File: config.mk
export PLATFORM = sky130hd
export DESIGN_NAME = seq_detect_ctrl
export DESIGN_NICKNAME = d
export VERILOG_FILES = /design/src/rtl/seq_detect_ctrl.sv
export SDC_FILE = /design/constraint.sdc
export NUM_CORES = 1
export LEC_CHECK = 0
export CAP_MARGIN = 20
export CORE_MARGIN = 5
export CORE_UTILIZATION = 45
export DETAILED_ROUTE_END_ITERATION = 7
export PLACE_DENSITY = 0.8
export SYNTH_ARGS = -nofsm -noshare
export SYNTH_HDL_FRONTEND = slang
export SYNTH_SLANG_ARGS = --single-unit
File: constraint.sdc
create_clock -name clk -period 2.7 [get_ports clk]
set_clock_uncertainty 0.15 [all_clocks]
set_input_delay 0.54 -clock clk [delete_from_list [all_inputs] [get_ports clk]]
set_output_delay 0.54 -clock clk [all_outputs]
set_load 0.01 [all_outputs]
File: src/rtl/seq_detect_ctrl.sv
// Programmable serial pattern detector: run-time pattern/length/mode/target,
// armed by start, stopped by abort or when the match target is reached.
module seq_detect_ctrl #(
    parameter int W  = 8,
    parameter int CW = 8,
    parameter int LW = $clog2(W + 1)
) (
    input  logic          clk,
    input  logic          clr,
    input  logic          in,
    input  logic          cfg_we,
    input  logic [W-1:0]  cfg_pattern,
    input  logic [LW-1:0] cfg_len,
    input  logic          cfg_overlap,
    input  logic [CW-1:0] cfg_target,
    input  logic          start,
    input  logic          abort,
    output logic          out,
    output logic          busy,
    output logic          done,
    output logic [CW-1:0] match_cnt
);

    typedef enum logic [1:0] {IDLE, ARMED, DONE} state_t;

    state_t        state_q, state_d;
    logic [W-2:0]  hist_q, hist_d;
    logic [LW-1:0] fill_q, fill_d;
    logic [CW-1:0] cnt_q, cnt_d;
    logic [W-1:0]  pattern_q, pattern_d;
    logic [LW-1:0] len_q, len_d;
    logic          overlap_q, overlap_d;
    logic [CW-1:0] target_q, target_d;
    logic          busy_q, done_q;

    logic [W-1:0]  win;
    logic [W-1:0]  mask;
    logic          hit;
    logic [CW-1:0] cnt_inc;

    // Only the newest W-1 bits need storing; the current input completes the window.
    assign win     = {hist_q, in};
    assign cnt_inc = cnt_q + CW'(1);

    always_comb begin
        mask = '0;
        for (int i = 0; i < W; i++) begin
            mask[i] = (LW'(i) < len_q);
        end
    end

    // len_q is never 0 while ARMED, so len_q-1 cannot underflow when it matters.
    assign hit = (state_q == ARMED) &&
                 (fill_q >= (len_q - LW'(1))) &&
                 ((win & mask) == (pattern_q & mask));

    assign out       = hit;
    assign busy      = busy_q;
    assign done      = done_q;
    assign match_cnt = cnt_q;

    always_comb begin
        state_d   = state_q;
        hist_d    = hist_q;
        fill_d    = fill_q;
        cnt_d     = cnt_q;
        pattern_d = pattern_q;
        len_d     = len_q;
        overlap_d = overlap_q;
        target_d  = target_q;

        case (state_q)
            ARMED: begin
                if (abort) begin
                    state_d = IDLE;
                end else begin
                    hist_d = win[W-2:0];
                    fill_d = (fill_q == LW'(W)) ? fill_q : fill_q + LW'(1);
                    if (hit) begin
                        cnt_d = cnt_inc;
                        if (!overlap_q) begin
                            fill_d = '0;
                        end
                        if ((target_q != '0) && (cnt_inc == target_q)) begin
                            state_d = DONE;
                        end
                    end
                end
            end
            default: begin
                // IDLE and DONE accept configuration and (re-)arm identically.
                if (cfg_we) begin
                    pattern_d = cfg_pattern;
                    len_d     = (cfg_len > LW'(W)) ? LW'(W) : cfg_len;
                    overlap_d = cfg_overlap;
                    target_d  = cfg_target;
                end
                if (abort) begin
                    state_d = IDLE;
                end else if (start && (len_q != '0)) begin
                    state_d = ARMED;
                    hist_d  = '0;
                    fill_d  = '0;
                    cnt_d   = '0;
                end
            end
        endcase
    end

    always_ff @(posedge clk or posedge clr) begin
        if (clr) begin
            state_q   <= IDLE;
            hist_q    <= '0;
            fill_q    <= '0;
            cnt_q     <= '0;
            pattern_q <= '0;
            len_q     <= '0;
            overlap_q <= 1'b0;
            target_q  <= '0;
            busy_q    <= 1'b0;
            done_q    <= 1'b0;
        end else begin
            state_q   <= state_d;
            hist_q    <= hist_d;
            fill_q    <= fill_d;
            cnt_q     <= cnt_d;
            pattern_q <= pattern_d;
            len_q     <= len_d;
            overlap_q <= overlap_d;
            target_q  <= target_d;
            busy_q    <= (state_d == ARMED);
            done_q    <= (state_d == DONE);
        end
    end

endmodule

==> results.md, run 1 <==
* Number of levels in the clock H-tree at 2
* Leakage at 1.346 nW
* Final hold slack at between 0.3 and 0.4 ns
* Antenna diode count at 0
* TritonCTS clock tree: built
* FF+latch count, synth at 44
* Reg2Reg Capture Point: fill_q[3]
* Number of enable flip-flop cells after synthesis at 0
* Peak fanout along the critical path at 3
* Primary flip-flop cell chosen by synthesis mapping: dfrtp_1
* Worst Min Path Start: pattern_q[4]
* Biggest area contributors in the synthesized netlist: dfrtp_1, mux2_2, xnor2_1
* Hold Path End: pattern_q[4]
* Count of cell types in the netlist at 43
* Launch point of the critical path: len_q[0]
* Maximum VDD drop at roughly 0.34 mV
* Minimum clock period after layout at approximately 2.7 ns
* Share of async-settable or async-resettable flops after synthesis at 1.000
* Setup repair after global routing missed its margin: yes
* CTS sink count at 44
* Routed wirelength normalized by instance count at approximately 16 um
* Launching element type of the critical path: register
* Commonest non-fill, non-tap cells in the layout: dfrtp_1, clkdlybuf4s50_1, buf_4
* Width of the die at between 80 and 90 um
* Reg-to-reg critical path startpoint: len_q[0]
* Placement-stage worst setup slack at -0.2944 ns
* Type of the setup path with the least slack: reg2out
* Setup slack of the critical path after layout at between 0.015 and 0.02 ns
* Critical path buffer and inverter count at 3
* Kind of path behind the tightest hold check: reg2reg
* Layout-stage area growth over the synthesis result at 31.31%
* Kind of cell adding the most delay to the critical path: adder cells
* Initial DRC Count at 247
* Clock buffers created by TritonCTS at 5
* Nets in the synthesized netlist at roughly 270
* Global-route wire length before repair at between 9 and 10 mm
* Post-Route WL at between 5 and 6 mm
* Setup crit end kind: output port
* Instance count of the mapped netlist at between 200 and 250
* Maximum number of pins on one net before global-route repair at 45
* Register-to-register setup slack at approximately 0.08 ns
* Total track usage at 0.1720
* Worst EP required at about 2.0 ns
* Reg2Reg Depth at 14
* Crit-path max cell delay at ~0.39 ns
* Residual antenna-violating net count after detailed routing at 0
* Clock buffer depth at 2
* Max_cap viols at 0
* Via density at 5.676
* # DRC at 0
* Fraction of layout cells with a size suffix above 1 at 0.2292
* Period Utilization, post-route at 0.9931
* Placed wire-length estimate at around 4 mm
* Clock slew seen by the registers of the worst setup and hold paths at 0.09 ns
* Final hold violation count at 0
* Yosys warnings at 0
* Most common cell after layout, fill and taps aside: dfrtp_1
* Count of standard-cell rows at 26
* Pre-antenna DRT Iters at 4
* Die height at around 84 um
* Pwr/cell area at between 700 and 800 nW/um2
* I/O pins at 38
* Overall overflow remaining after global route at 0
* Outcome: completed
* Worst skew pair latency at ~0.30 ns
* Total vias in the final route at between 2000 and 2500
* Final setup vio count at 0
* Sequential element share of the synthesized area at 0.4488
* Series of cell instances along the critical path: inv_2 > ha_4 > xnor2_2 > ha_4 > o21a_1 > o21ai_2 > a211oi_2 > nand3_2 > inv_2 > buf_6
* Post-route design area at approximately 3200 um2
* Antenna violations before repair at 0
* Area post-placement at ~3000 um2
* Synthesized area per cell at between 10 and 15 um2
* Max Transition Viols Final at 0
* Area share of the leading cell type in the synthesized netlist at 0.4488
* Initial standard-cell utilization of the core at 0.4714
* Core footprint at between 5000 and 6000 um2
* Buffers on Ports at 37
* Overall die area at 7029 um2
* Netlist area before placement at 2454 um2
* Area leader, netlist: dfrtp_1
* Arr. time, crit path at 1.99 ns
* Worst slew pin tran at 0.5478 ns
* Setup TNS at 0 ns
* Number of global-route vias before repair at 2072
* Hold Crit Depth at 1
* Slowest CP cell: dfrtp_1
* FMAX at approximately 0.37 GHz
* Post-layout nets at about 320
* Last weighted congestion value of the routability-driven placer at roughly 0.83
* Buffer type at the clock tree root: clkbuf_8
* Relative slew slack at 0.6348
==> state kept, by name (all words and copies together), names as in the netlist <==
name and count:
busy 1, done 1, fill_q 4, hist_q 7, len_q 4, match_cnt 8, overlap_q 1, pattern_q 8
state_q 2, target_q 8
==> final cells by class <==
class / count / area [um2]
inverters: 14 / 52.55
clock inverters: 3 / 42.54
fillers: 417 / 1983
multi-input cells: 162 / 1325
clock buffers: 5 / 68.82
well taps: 70 / 87.58
repair buffers: 60 / 544.3
flip-flops and latches: 44 / 1101
==> report_power, final <==
group / leakage (nW) / internal (mW) / switching, mW
clock: 0.0541 / 0.274 / 0.241
sequential: 0.548 / 0.794 / 0.195
combinational: 0.744 / 0.562 / 0.432
==> repair_timing <==
item | in CTS | in global routing
resized for setup | 15 | 5
pin swaps | 5 | 5
hold buffers | 0 | 0
buffers inserted | 3 | 2
setup endpoints to repair | 1 | 4
==> worst max path at each step <==
stage / end / slack [ns] / cells after the start
after global placement: out / -0.27 / 7
after CTS: out / -0.04 / 10
after floorplan: out / 0.31 / 9
after detailed placement: out / -0.29 / 7
after global routing: out / -0.1 / 9
final: out / 0.02 / 10
==> synth_stat cells (2+ instances only) <==
master and number:
or3_1 6, a211oi_1 2, buf_6 2, a21o_1 2, o22ai_1 4, xnor2_1 20, nand2_1 11, o21ai_0 4
nor3_1 7, o211ai_1 11, and4_1 2, clkbuf_1 4, xor2_1 4, nand2b_1 7, nor2_1 6, a32o_1 3
mux2_2 18, nor4_1 2, nand4_1 3, nor3b_1 3, nand3_1 8, dfrtp_1 44, inv_1 13, a21oi_1 7
buf_2 3, a22o_1 8, ha_1 10
==> per-layer routing <==
layer	part of all wire	vias to the layer above	GRT usage
met5	0	-	0
met1	0.42	970	0.2188
met2	0.47	94	0.2733
met4	0.032	0	0.08772
met3	0.075	23	0.03850
li1	-	945	-
==> per-stage QoR <==
stage | instances | power [mW] | util
2_1_floorplan | 230 | 1.542 | -
3_3_place_gp | 345 | 1.838 | 0.5738
3_5_place_dp | 345 | 1.873 | 0.5738
4_1_cts | 356 | 2.464 | 0.6096
5_1_grt | 358 | 2.662 | 0.6190
6_report | 358 | 2.497 | 0.6190
==> kinds of logic after synthesis <==
group,Yosys count,share of synthesized area
and+or+nand+nor,60,0.1346
AOI/OAI and AO/OA,49,0.1474
DFF,44,0.4488
xor gates and xnor gates,24,0.08567
buffers and inverters,24,0.04589
muxes,19,0.08669
adders and majority gates,10,0.05099
Note: power is estimated with default switching activity, not from simulation.
==> run 2: changes to the inputs <==
--- a/config.mk
+++ b/config.mk
@@ -5,11 +5,13 @@
 export SDC_FILE = /design/constraint.sdc
 export NUM_CORES = 1
 export LEC_CHECK = 0
+export ABC_AREA = 1
 export CAP_MARGIN = 20
 export CORE_MARGIN = 5
 export CORE_UTILIZATION = 45
 export DETAILED_ROUTE_END_ITERATION = 7
-export PLACE_DENSITY = 0.8
+export PLACE_DENSITY = 0.79
+export SETUP_SLACK_MARGIN = 0.2
 export SYNTH_ARGS = -nofsm -noshare
 export SYNTH_HDL_FRONTEND = slang
 export SYNTH_SLANG_ARGS = --single-unit
==> results.md, run 2 <==
* Outcome: completed
* Via density at approximately 5.1
* Maximum number of pins on one net before global-route repair at 30
* Final setup vio count at 0
* Initial DRC Count at 185
* Count of standard-cell rows at 27
* Hold Crit Depth at 2
* Placed wire-length estimate at approximately 4.8 mm
* Buffer type at the clock tree root: clkbuf_8
* Sequential element share of the synthesized area at 0.4184
* Residual antenna-violating net count after detailed routing at 0
* Launching element type of the critical path: register
* Combinational share of power at 0.301
* Minimum clock period after layout at ~2.7 ns
* Net switching power of the design at 594.8 uW
* Finished Layout Cells at about 500
* Buffers on Ports at 37
* Nets in the synthesized netlist at 406
* Pre-antenna DRT Iters at 5
* Primary flip-flop cell chosen by synthesis mapping: dfrtp_1
* Reg2Reg Depth at 14
* Hold Path End: overlap_q
* Commonest non-fill, non-tap cells in the layout: nand2_1, inv_1, dfrtp_1
* Area share of the leading cell type in the synthesized netlist at 0.4184
* Final hold violation count at 0
* Netlist area before placement at about 2600 um2
* Int Pwr at around 1.2 mW
* Count of cell types in the netlist at 24
* Placement-stage worst setup slack at -0.1577 ns
* Reg2Reg Capture Point: match_cnt[0]
* Core footprint at about 5600 um2
* Die height at roughly 86 um
* Routed wirelength normalized by instance count at approximately 13 um
* Period Utilization, post-route at 0.9932
* Synthesized area per cell at between 7 and 8 um2
* Number of enable flip-flop cells after synthesis at 0
* Clock power share at 0.245
* Worst skew pair latency at roughly 0.3 ns
* Launch point of the critical path: len_q[0]
* Width of the die at 86.47 um
* Worst Min Path Start: overlap_q
* Type of the setup path with the least slack: reg2out
* Yosys warnings at 0
* Filler instances at about 520
* FMAX at roughly 0.37 GHz
* Final core occ at 0.5955
* Switching share of total power at 0.3353
* CTS sink count at 44
* Kind of path behind the tightest hold check: reg2reg
* Clock buffers created by TritonCTS at 5
* Setup repair after global routing missed its margin: yes
* Fraction of layout cells with a size suffix above 1 at 0.1171
* Total vias in the final route at roughly 2500
* Antenna diode count at 0
* Max Transition Viols Final at 0
* Post-Route WL at around 6.3 mm
* Most common cell after layout, fill and taps aside: nand2_1
* Setup crit end kind: output port
* TritonCTS clock tree: built
* Global-route wire length before repair at between 10 and 15 mm
* Antenna violations before repair at 0
* Overall overflow remaining after global route at 0
* Initial standard-cell utilization of the core at 0.4692
* Register-to-register setup slack at between 0.4 and 0.5 ns
* Biggest area contributors in the synthesized netlist: dfrtp_1, nand2_1, inv_1
* Maximum VDD drop at approximately 0.3 mV
* Share of synthesized cell area in full adder, half adder and majority cells at 0.04755
* Xor-xnor portion of the synthesized cell area at 0.02663
* Clock buffer depth at 2
* Number of levels in the clock H-tree at 2
* FF+latch count, synth at between 40 and 50
* Max_cap viols at 0
* Multiplexer area fraction after synthesis at 0
* # DRC at 0
* Cell total after placement at around 490
* Leakage at around 1.7 nW
* Main combinational cell family by area after synthesis: simple AND/OR/NAND/NOR gates
* Last weighted congestion value of the routability-driven placer at roughly 0.89
* Total track usage at 0.1822
* Flop pwr share at 0.454
* Clock slew seen by the registers of the worst setup and hold paths at approximately 0.08 ns
* Worst EP required at ~2 ns
* Synth cell count leaders: nand2_1, inv_1, dfrtp_1, nand3_1, nor2_1
* Number of global-route vias before repair at 2400
* Post-layout nets at 463
* Pwr/cell area at between 500 and 600 nW/um2
* Simple logic cell fraction of the synthesized area at 0.3443
* Layout-stage area growth over the synthesis result at 26.91%
* Synth Area in Compound Gates at 0.07466
* Peak fanout along the critical path at 3
* Post-route design area at around 3300 um2
* I/O pins at 38
* Share of async-settable or async-resettable flops after synthesis at 1.000
* Overall die area at approximately 7500 um2
* Arr. time, crit path at between 1.5 and 2 ns
* Instance count of the mapped netlist at 369
* Setup slack of the critical path after layout at 0.01825 ns
* Most common cell in the synthesized netlist: nand2_1
* Relative slew slack at 0.4561
* Area leader, netlist: dfrtp_1
* Reg-to-reg critical path startpoint: len_q[0]
* CTS hold repair buffers at 0
* Area post-placement at ~3200 um2
* Worst slew pin tran at between 0.8 and 0.9 ns
-- run 2: worst max path at each step --
stage / end / slack, ns / cells past startpoint
after detailed placement: out / -0.16 / 10
after global placement: out / -0.11 / 7
after CTS: out / 0.03 / 10
final: out / 0.02 / 10
after floorplan: out / 0.34 / 9
after global routing: out / -0.11 / 10
-- run 2: kinds of logic after synthesis --
logic type               after synthesis
XOR/XNOR                               8
AO/OA/AOI/OAI                         34
AND/OR/NAND/NOR                      211
buffers and inverters                 62
adder cells (fa/ha/maj)               10
flip-flops                            44
-- run 2: per-layer routing --
layer / wire length, um / track usage
met1: 2765 / 0.2397
met2: 2994 / 0.2942
met3: 383 / 0.03992
met4: 132 / 0.06657
met5: 0 / 0
-- run 2: power groups by stage --
stage               sequential, mW  clock, mW  combinational, mW
floorplan                    0.799          0              0.328
CTS                          0.802      0.444              0.532
finish                       0.805      0.435              0.535
global placement             0.807          0              0.483
detailed placement           0.811          0              0.500
global route                 0.817      0.473              0.606
-- run 2: what timing repair did --
item                       CTS  global route
setup buffers                4             0
cloned                       0             0
setup endpoints to repair    1             2
resized for setup           10             3
pin swaps                    2             0
-- run 2: per-stage QoR --
stage          hold WS [ns]  power [mW]  TNS, ns
3_3_place_gp         0.3307       1.290  -0.1120
2_1_floorplan        0.2995       1.127        0
5_1_grt              0.4003       1.896  -0.1053
4_1_cts              0.3515       1.778        0
3_5_place_dp         0.3304       1.312  -0.1577
6_report             0.3666       1.774        0
-- run 2: worst max-delay path, cell delays in order, from the launching register on --
cell and delay, ns:
dfrtp_1 0.40, inv_2 0.09, ha_2 0.29, ha_4 0.27
inv_1 0.03, nor2_1 0.09, o21bai_1 0.07, o211ai_1 0.11
inv_1 0.10, nor2_4 0.12, buf_6 0.12
-- run 2: cell type report --
type | instances | area [um2] | area share
Timing Repair Buffer | 54 | 511.7 | 0.1532
Clock inverter | 1 | 7.507 | 0.002248
Multi-Input combinational cell | 263 | 1325 | 0.3968
Clock buffer | 7 | 86.33 | 0.02585
Tap cell | 72 | 90.09 | 0.02698
Inverter | 58 | 217.7 | 0.06519
Sequential cell | 44 | 1101 | 0.3297
